File: src/rtl/cp0_timer_irq.sv
// CP0 Count/Compare timer with prescaler, NUM_CMP compare channels (optional
// periodic reload) and synchronised hardware interrupt lines feeding Cause.IP.
module cp0_timer_irq #(
    parameter int NUM_CMP     = 2,
    parameter int COUNT_DIV   = 2,
    parameter int NUM_HW_INT  = 6,
    parameter int SYNC_STAGES = 2
) (
    input  logic                  clk,
    input  logic                  reset,
    input  logic                  wen,
    input  logic [4:0]            reg_num,
    input  logic [2:0]            sel,
    input  logic [31:0]           reg_in,
    output logic [31:0]           reg_out,
    output logic                  reg_hit,
    input  logic [NUM_HW_INT-1:0] hw_int,
    input  logic [1:0]            sw_ip,
    input  logic [7:0]            status_im,
    input  logic                  status_ie,
    input  logic                  status_exl,
    output logic [7:0]            ip_out,
    output logic                  ti,
    output logic                  int_req
);

    localparam int DIV_W = (COUNT_DIV > 1) ? $clog2(COUNT_DIV) : 1;
    localparam logic [DIV_W-1:0] DIV_LAST = DIV_W'(COUNT_DIV - 1);
    localparam logic [DIV_W-1:0] DIV_ONE  = DIV_W'(1);

    logic [31:0]           count_q, count_d;
    logic [DIV_W-1:0]      div_q, div_d;
    logic [31:0]           compare_q  [NUM_CMP];
    logic [31:0]           compare_d  [NUM_CMP];
    logic [31:0]           interval_q [NUM_CMP];
    logic [31:0]           interval_d [NUM_CMP];
    logic [NUM_CMP-1:0]    enable_q, enable_d;
    logic [NUM_CMP-1:0]    pending_q, pending_d;
    logic                  freeze_q, freeze_d;
    logic [NUM_HW_INT-1:0] sync_q [SYNC_STAGES];
    logic [7:0]            ip_q, ip_d;

    logic                  sel_count, sel_ctrl, count_wr;
    logic [NUM_CMP-1:0]    sel_cmp, sel_ivl, match;
    logic [31:0]           ctrl_rd;
    logic [5:0]            hw_s;

    always_comb begin
        sel_count = (reg_num == 5'd9)  && (sel == 3'd0);
        sel_ctrl  = (reg_num == 5'd22) && (sel == 3'd7);
        sel_cmp   = '0;
        sel_ivl   = '0;
        for (int i = 0; i < NUM_CMP; i++) begin
            sel_cmp[i] = (reg_num == 5'd11) && (sel == 3'(i));
            sel_ivl[i] = (reg_num == 5'd22) && (sel == 3'(i));
        end
    end

    always_comb begin
        ctrl_rd = '0;
        ctrl_rd[NUM_CMP-1:0]  = enable_q;
        ctrl_rd[8 +: NUM_CMP] = pending_q;
        ctrl_rd[31]           = freeze_q;
    end

    always_comb begin
        reg_out = '0;
        reg_hit = 1'b0;
        if (sel_count) begin
            reg_out = count_q;
            reg_hit = 1'b1;
        end
        if (sel_ctrl) begin
            reg_out = ctrl_rd;
            reg_hit = 1'b1;
        end
        for (int i = 0; i < NUM_CMP; i++) begin
            if (sel_cmp[i]) begin
                reg_out = compare_q[i];
                reg_hit = 1'b1;
            end
            if (sel_ivl[i]) begin
                reg_out = interval_q[i];
                reg_hit = 1'b1;
            end
        end
    end

    always_comb begin
        hw_s = '0;
        hw_s[NUM_HW_INT-1:0] = sync_q[SYNC_STAGES-1];
    end

    // A COUNT write wins over the prescaler and suppresses matches on the old value.
    always_comb begin
        count_wr   = wen & sel_count;
        count_d    = count_q;
        div_d      = div_q;
        compare_d  = compare_q;
        interval_d = interval_q;
        enable_d   = enable_q;
        pending_d  = pending_q;
        freeze_d   = freeze_q;
        match      = '0;

        if (count_wr) begin
            count_d = reg_in;
            div_d   = '0;
        end else if (!freeze_q) begin
            if (div_q == DIV_LAST) begin
                div_d   = '0;
                count_d = count_q + 32'd1;
            end else begin
                div_d = div_q + DIV_ONE;
            end
        end

        for (int i = 0; i < NUM_CMP; i++) begin
            match[i] = enable_q[i] && (count_q == compare_q[i]) && (div_q == '0)
                       && !freeze_q && !count_wr;
            if (wen && sel_cmp[i]) begin
                compare_d[i] = reg_in;
                pending_d[i] = 1'b0;
            end else if (match[i]) begin
                pending_d[i] = 1'b1;
                if (interval_q[i] != '0) begin
                    compare_d[i] = compare_q[i] + interval_q[i];
                end
            end
            if (wen && sel_ivl[i]) begin
                interval_d[i] = reg_in;
            end
        end

        if (wen && sel_ctrl) begin
            enable_d = reg_in[NUM_CMP-1:0];
            freeze_d = reg_in[31];
        end

        ip_d = {hw_s[5] | ti, hw_s[4:0], sw_ip};
    end

    always_ff @(posedge clk) begin
        if (reset) begin
            count_q   <= '0;
            div_q     <= '0;
            enable_q  <= NUM_CMP'(1);
            pending_q <= '0;
            freeze_q  <= 1'b0;
            ip_q      <= '0;
            for (int i = 0; i < NUM_CMP; i++) begin
                compare_q[i]  <= '0;
                interval_q[i] <= '0;
            end
            for (int s = 0; s < SYNC_STAGES; s++) begin
                sync_q[s] <= '0;
            end
        end else begin
            count_q    <= count_d;
            div_q      <= div_d;
            compare_q  <= compare_d;
            interval_q <= interval_d;
            enable_q   <= enable_d;
            pending_q  <= pending_d;
            freeze_q   <= freeze_d;
            ip_q       <= ip_d;
            sync_q[0]  <= hw_int;
            for (int s = 1; s < SYNC_STAGES; s++) begin
                sync_q[s] <= sync_q[s-1];
            end
        end
    end

    assign ti      = |pending_q;
    assign ip_out  = ip_q;
    assign int_req = status_ie & ~status_exl & (|(ip_q & status_im));

endmodule

File: config.mk
export PLATFORM = sky130hd
export DESIGN_NAME = cp0_timer_irq
export DESIGN_NICKNAME = d
export VERILOG_FILES = /design/src/rtl/cp0_timer_irq.sv
export SDC_FILE = /design/constraint.sdc
export NUM_CORES = 1
export LEC_CHECK = 0
export BUFFER_PORTS_ARGS = -buffer_cell sky130_fd_sc_hd__buf_4
export CAP_MARGIN = 20
export CORE_MARGIN = 10
export CORE_UTILIZATION = 50
export CTS_CLUSTER_DIAMETER = 120
export DETAILED_ROUTE_END_ITERATION = 10
export GPL_ROUTABILITY_DRIVEN = 0
export HOLD_SLACK_MARGIN = 0.06
export PLACE_DENSITY = 0.64
export REMOVE_ABC_BUFFERS = 1
export SETUP_SLACK_MARGIN = 0.3
export SYNTH_ARGS = -nofsm -noshare
export SYNTH_HDL_FRONTEND = slang
export SYNTH_SLANG_ARGS = --single-unit
File: constraint.sdc
create_clock -name clk -period 8.8 [get_ports clk]
set_input_delay 0 -clock clk [delete_from_list [all_inputs] [get_ports clk]]
set_output_delay 0 -clock clk [all_outputs]
set_load 0.05 [all_outputs]
Yosys cells after proc, flatten, opt, wreduce, memory -nomap -nowiden
Memory sizes are Yosys's and may differ from the RTL's.
Cells that the tools add are included.
Storage, ports and cells
  register bits: 174
  memory bits (writable): 12
  input port bits: 61
  output and inout bits: 43
  logic and storage cells: 97
  memories: 1
Operators by class
  $add $sub $neg: 4
  equal/unequal tests: 8
  mux-type cells: 27
  bitwise operators: 9
  reductions and logical operators: 37
Memories
  sync_q: words 2, bits a word 6, read ports 2, clocked after Yosys merged registers in 0, write ports 2, RTL line 40  | logic [NUM_HW_INT-1:0] sync_q [SYNC_STAGES];
Operators by type and width (number)
  $mux W32: 15
  $add A32 B32 Y32: 2
  $eq A32 B32 Y1: 2
  $reduce_bool A32 Y1: 2
  $add A32 B1 Y32 const B: 1
  $logic_and A1 B1 Y1: 19
  $mux W6: 2
  $eq A5 B4 Y1 const B: 2
  $mux W1: 10
  $reduce_bool A2 Y1: 5
  $and A8 B8 Y8: 1
  $reduce_or A2 Y1: 4
  $reduce_or A8 Y1: 1
  $reduce_and A2 Y1: 3
  $eq A5 B5 Y1 const B: 1
  $and A1 B1 Y1: 3
  $eq A3 B1 Y1 const B: 1
  $eq A3 B3 Y1 const B: 1
  $logic_not A3 Y1: 1
  $or A1 B1 Y1: 3
  $logic_not A1 Y1: 2
  $ne A2 B1 Y1 const B: 1
  $not A1 Y1: 2
  $add A1 B1 Y1 const B: 1

Longest topological paths before layout
Gate-level depths: netlist of run 1.
  depth in word-level cells: 8
  gate-level depth with buffers: 11
  gate-level depth less buffers: 11

Least setup slack after synthesis of run 1
No wires, ideal clock.
  kind: register to register
  start point: reg compare_q[32] (netlist name)
  end point: reg compare_q[60] (netlist name)
  setup time: 95 ps
  arrival: 2709 ps
  data required time: 8705 ps
  slack: 5996 ps
  cell stages (with the launch flop): 12
  path buffers: 0
  clock period less this slack: 2804 ps
  cells stage by stage: dfxtp_1 -> ha_1 -> fa_1 -> a211oi_1 -> o21ai_1 -> nand3_1 -> nand2_1 -> o41ai_1 -> a21oi_1 -> nand2_1 -> mux2_2 -> a221oi_1
Between the ends
  longest elaborated chain between the ends: 7
  elaborated cells between the ends (all ways): 11
  classes of those cells: add/sub (1); eq/ne (1); mux (3); reduce/logical (6)
Ends and longest elaborated chain
  start: declaration: RTL line 33  | logic [31:0] compare_q [NUM_CMP];
  start signal: assignment: RTL line 161  | compare_q <= compare_d;
  branches (longest 7 deep; another with $add A32 B32 Y32)
Several ways; the timed one is not identified. The select of a mux whose other input is x is not followed.
A chain may end at the register's enable or synchronous reset.

Final worst setup path of run 1
Same ends and word-level chain as after synthesis.

==> qor.yml, run 1 <==
critical_path:
  cp_data_required_time_ps: 9150
  crit_fanout: 4
  cp-start-kind: "register"
  rr_startpoint: "compare_q[32]"
  worst_setup_path_end_kind: "register"
  critPathKind: "register to register"
  crit_start: "compare_q[32]"
  cp.arrival_ps: 3630
yosys:
  synth.area.top_cells: "dfxtp_1 (29%), nand2_1 (6.7%), ha_1 (6.2%)"
  ys_warn_count: 0
  yosysMostFrequentCell: "nand2_1"
  synth_top_area_cell: "dfxtp_1"
  synth-main-ff-cell: "dfxtp_1"
  ys_async_sr_fraction_pct: 0
  netlist_top_cells_count: "nand2_1 (229), dfxtp_1 (186), nor2_1 (155), a21oi_1 (145), xnor2_1 (90)"
  syn_inst: 1636
  yosysSeqAreaShare_pct: 29.2
  syn-cell-area_mm2: 0.0128
  synth_top_area_share_pct: 29.2
  synth_edf_count: 0
  synth_seq_cells: 186
  syn_area_per_cell_um2: 7.80
  ys_types: 79
run:
  drv_cap: 0
cts:
  cts_tree: "yes"
  htree_levels: 4
  cts_resized: 0
  cts-root-buf: "clkbuf_16"
  cts_made_buffers: 17
  clock_path_buffers: 2
  clock_sinks: 186
  path_clk_slew_ps: 80
  insertion_delay_ps: 450
place:
  placed_cell_area_mm2: 0.0136
  hpwl_um: 32300
  place_inst: 1965
  port_buffers: 103
power_and_ir_drop:
  irDropWorstVdd_uv: 95.2
  comb_power_share_pct: 8.0
  intPower_mw: 1.30
  switchingPower_mw: 0.497
  leakage_nw: 5.60
  p_per_area_mw_per_mm2: 123
  p_sw_share_pct: 27.7
  total_power_mw: 1.79
  clockPowerShare_pct: 44.1
  power_frac_seq_pct: 47.9
sta:
  period_minus_slack_ps: 3280
  fin_crit_sh_pct: 37.2
  rsz0062_at_grt: "no"
  hold_ws_ps: 135
  fin_skew_ps: 16.7
  maxSlewViolCount: 0
  final.setup.tns_ps: 0
  timing.fmax_ghz: 0.305
  setup_viol: 0
  slew_headroom_pct: 29.5
  finalHoldViolCount: 0
  worst_pin_slew_ps: 1060
floorplanning:
  core_mm2: 0.0252
  start_util_pct: 50.7
  ios: 104
  die_area_mm2: 0.0323
  die_y_um: 180
  rows: 58
  die_x_um: 180
route:
  drt-total-wl_um: 44600
  drc: 0
  routed_via_density: 6.25
  final_antenna_net_count: 0
  wl_per_cell_um: 21.8
  firstDrtPassIters: 6
  drt_iter0_drc: 1747
  route.vias.total: 12750
layout:
  drive_above_1_share_pct: 11.1
  num-nets-final: 1824
  finalNonFillerCells: 2041
  area_growth_pct: 14.6
  num-fill-cells: 2339
  antenna_cells: 0
  final_area_mm2: 0.0146
grt:
  grt_overflow: 0
  grt_start_max_net_pins: 99
  grt_pass1_wl_um: 69000
  grt_antenna_before_repair: 0
  grt_use_total_pct: 26.3
  grt_pass1_vias: 11888
min_path:
  hold_class: "input pin to register"
  holdCritStartpoint: "reg_num[2]"
status:
  status: "finished clean"
routing by layer:
metal  global-route usage [%]  share of wire [%]
met2                     40.8                 45
met3                     3.92                7.9
met4                     7.91                2.3
met5                        0                  0
met1                     36.9                 45
through the flow:
stage	setup WS, ps	util, %
global route	5280	58.1
floorplan	5630	-
global placement	5530	53.9
detailed placement	5430	53.9
finish	5520	58.1
CTS	5520	57.9
area by class of cell:
class,instances,area [um2],area share (%)
multi-input cells,1315,8500,58.1
flip-flops and latches,186,3720,25.5
inverters,18,67.6,0.462
clock buffers,19,453,3.10
clock inverters,13,130,0.890
repair buffers,160,1340,9.18
well taps,330,413,2.82
registers in the layout (all words and copies together) (netlist names):
signal and count:
enable_q 2, count_q 32, sync_q 12, freeze_q 1, ip_out 8, pending_q 2, interval_q 64, compare_q 64
div_q 1
repair_timing:
action,in CTS,in global routing
endpoints found under the hold margin,171,0
setup buffers,0,0
hold buffers,42,0
power groups by stage:
stage / clock network [mW] / registers, mW / logic, mW
2_1_floorplan: 0 / 0.881 / 0.0432
3_3_place_gp: 0 / 0.879 / 0.124
3_5_place_dp: 0 / 0.879 / 0.125
4_1_cts: 0.804 / 0.859 / 0.140
5_1_grt: 0.830 / 0.860 / 0.151
6_report: 0.792 / 0.859 / 0.143
final timing paths:
kind,end,slack (ps),cells past startpoint
worst max-delay path,compare_q[60],5520,11
worst min-delay path,count_q[19],130,5
worst max register to register,compare_q[60],5520,11
worst min register to register,sync_q[0][9],440,1
cells in the final DEF (no fill, tap or decap), types with 25 or more instances in the layout:
cell type / count
nor2b_1: 28
nand4_1: 32
nor4_1: 25
o21ai_0: 56
ha_1: 63
nand3_1: 32
mux2i_1: 30
nor2_1: 154
a22oi_1: 26
buf_4: 115
dlygate4sd3_1: 42
a211oi_1: 87
dfxtp_1: 186
a222oi_1: 31
xnor2_1: 90
a21o_1: 41
xor2_1: 44
nand2_1: 228
a21oi_1: 145
critical path, stage by stage, from the launching register on:
cell	delay, ps
dfxtp_1	340
ha_1	230
fa_1	430
a211oi_1	320
o21ai_1	160
nand3_1	120
nand2_1	130
o41ai_1	560
a21oi_1	200
nand2_1	120
mux2_2	330
a221oi_1	240
cells by family (layout without fill, tap and decap cells):
group | count (synthesis) | in the layout | share of synthesized area (%)
simple gates | 584 | 584 | 21.1
buf+inv | 135 | 210 | 4.38
compound gates | 489 | 489 | 26.2
fa+ha+maj | 65 | 65 | 6.49
flops | 186 | 186 | 29.2
mux | 43 | 43 | 3.53
xor+xnor | 134 | 134 | 9.20
(Power assumes the default switching activity.)
==> run 2, diff against run 1 <==
Settings changed: PLACE_DENSITY 0.64 to 0.67.
Clock period 8.8 ns to 2.9 ns, I/O delays scaled along.
==> run 2 against run 1 <==
Net effect:
- register-to-register slack lost 5200 ps
- total power grew to 3.1 times the previous value
- sequential share of layout area shrank 1.8 points
- cell count grew 4.2%
- setup slack lost 5200 ps
- via count grew 5.0%
- sequential cell count is the same
- critical path type unchanged
- largest cell class unchanged
==> qor.yml, run 2 (synthesized netlist as in run 1, its figures left out) <==
status:
  status: "finished clean"
layout:
  area_growth_pct: 24.3
  top_regs: "compare_q (64), interval_q (64), count_q (32)"
  layout_common_cells: "nand2_1 (226), buf_4 (193), dfxtp_1 (163), nor2_1 (151), a21oi_1 (138)"
  layout_commonest_cell: "nand2_1"
  num-nets-final: 1910
  fin_util_pct: 63.0
  antenna_cells: 0
  finalNonFillerCells: 2127
  drive_above_1_share_pct: 20.3
floorplanning:
  die_area_mm2: 0.0323
  core_mm2: 0.0252
  start_util_pct: 50.7
  rows: 58
  die_x_um: 180
  ios: 104
  die_y_um: 180
power_and_ir_drop:
  leakage_nw: 6.08
  total_power_mw: 5.52
  irDropWorstVdd_uv: 300
  p_per_area_mw_per_mm2: 348
place:
  place_ws_ps: -7.77
  hpwl_um: 33400
  place_inst: 2034
  port_buffers: 103
cts:
  clock_sinks: 186
  path_clk_slew_ps: 80
  cts_made_buffers: 17
  clock_path_buffers: 2
  cts-root-buf: "clkbuf_16"
  insertion_delay_ps: 450
  htree_levels: 4
  cts_tree: "yes"
sta:
  setup_viol: 0
  layout_setup_ws_ps: 288
  rsz0062_at_grt: "yes"
  worst_pin_slew_ps: 865
  period_minus_slack_ps: 2610
  slew_headroom_pct: 42.1
  fin_skew_ps: 14.9
  fin_crit_sh_pct: 90.1
  timing.fmax_ghz: 0.383
  finalHoldViolCount: 0
  maxSlewViolCount: 0
  hold_ws_ps: 97.8
grt:
  grt_pass1_wl_um: 69200
  grt_overflow: 0
  grt.met1_usage_pct: 36.4
  grt-busiest-layer: "met2"
  grt_use_total_pct: 26.3
  grt_antenna_before_repair: 0
  grt_start_max_net_pins: 95
  grt_pass1_vias: 12280
  met3_usage_pct: 3.31
  use_met2_pct: 40.5
critical_path:
  r2r_slack_ps: 290
  worstRegToRegCells: 12
  crit_start: "interval_q[32]"
  rr_startpoint: "interval_q[32]"
  r2r-end: "compare_q[60]"
  cp.arrival_ps: 2990
  cp_data_required_time_ps: 3280
  worst_setup_path_end_kind: "register"
  cp-start-kind: "register"
  critPathKind: "register to register"
  crit_fanout: 2
route:
  drt-total-wl_um: 45600
  final_antenna_net_count: 0
  route.vias.total: 13391
  drt_iter0_drc: 1713
  wl_per_cell_um: 21.4
  drc: 0
  firstDrtPassIters: 5
  routed_via_density: 6.30
min_path:
  min_path_cells: 2
  holdCritStartpoint: "reset"
  hold_end: "interval_q[40]"
  hold_class: "input pin to register"
run:
  drv_cap: 0
==> run 2: cell types whose count changed in the layout (fill, tap and decap cells not counted), moves of 4 or more <==
cell,previous run,this run
a211oi_1,87,81
a211oi_2,3,8
a21oi_1,145,138
a21oi_2,2,7
buf_4,115,193
buf_6,1,7
dfxtp_1,186,163
dfxtp_2,0,22
ha_1,63,42
ha_2,0,6
ha_4,0,15
o21ai_0,56,52
==> run 2: final cells by class <==
cell class / instances / area [um2]
clock inverter: 15 / 184
fill: 2192 / 9320
timing repair buffer: 246 / 2040
sequential: 186 / 3750
inverter: 18 / 70.1
multi-input combinational: 1315 / 8970
tap: 330 / 413
clock buffer: 17 / 425
==> run 2: stage by stage <==
| step | setup TNS [ps] | area, um2 |
|---|---|---|
| detailed placement | -7.77 | 14100 |
| finish | 0 | 15900 |
| floorplan | -9070 | 12300 |
| global placement | 0 | 14100 |
| global route | 0 | 15900 |
| CTS | 0 | 15400 |
==> run 2: worst max path at each step <==
| stage | endpoint | slack (ps) | cells past startpoint |
|---|---|---|---|
| 6_report | compare_q[60] | 290 | 12 |
| 4_1_cts | compare_q[60] | 280 | 12 |
| 5_1_grt | compare_q[10] | 190 | 16 |
| 3_3_place_gp | compare_q[60] | 20 | 12 |
| 2_1_floorplan | interval_q[0] | -270 | 7 |
| 3_5_place_dp | compare_q[60] | -8 | 12 |
==> run 2: per-layer routing <==
| layer | up-vias | routed length (um) |
|---|---|---|
| li1 | 6267 | - |
| met1 | 6341 | 19600 |
| met2 | 691 | 20500 |
| met3 | 92 | 4180 |
| met4 | 0 | 1340 |
| met5 | - | 0 |
==> run 2: critical path, cell delays in order, from the launching register on <==
cell	delay, ps
dfxtp_2	340
ha_4	170
fa_2	390
a211oi_2	280
o21ai_2	110
nand3_2	100
nand2_2	70
o41ai_2	280
buf_4	180
a21oi_4	60
nand2_2	70
mux2_4	300
a221oi_2	190
==> run 2: what timing repair did <==
| item | CTS | global route |
|---|---|---|
| hold buffers | 41 | 0 |
| resized for setup | 26 | 90 |
| endpoints found under the hold margin | 171 | 0 |
| pin swaps | 18 | 52 |
| endpoints found under the setup margin | 27 | 44 |
| buffers inserted | 10 | 9 |
| gates cloned | 0 | 1 |
==> run 2: power by group <==
part           total, mW  internal, mW  switching [mW]
sequential          2.61          2.58          0.0280
combinational      0.464         0.189           0.275
clock               2.45          1.24            1.21
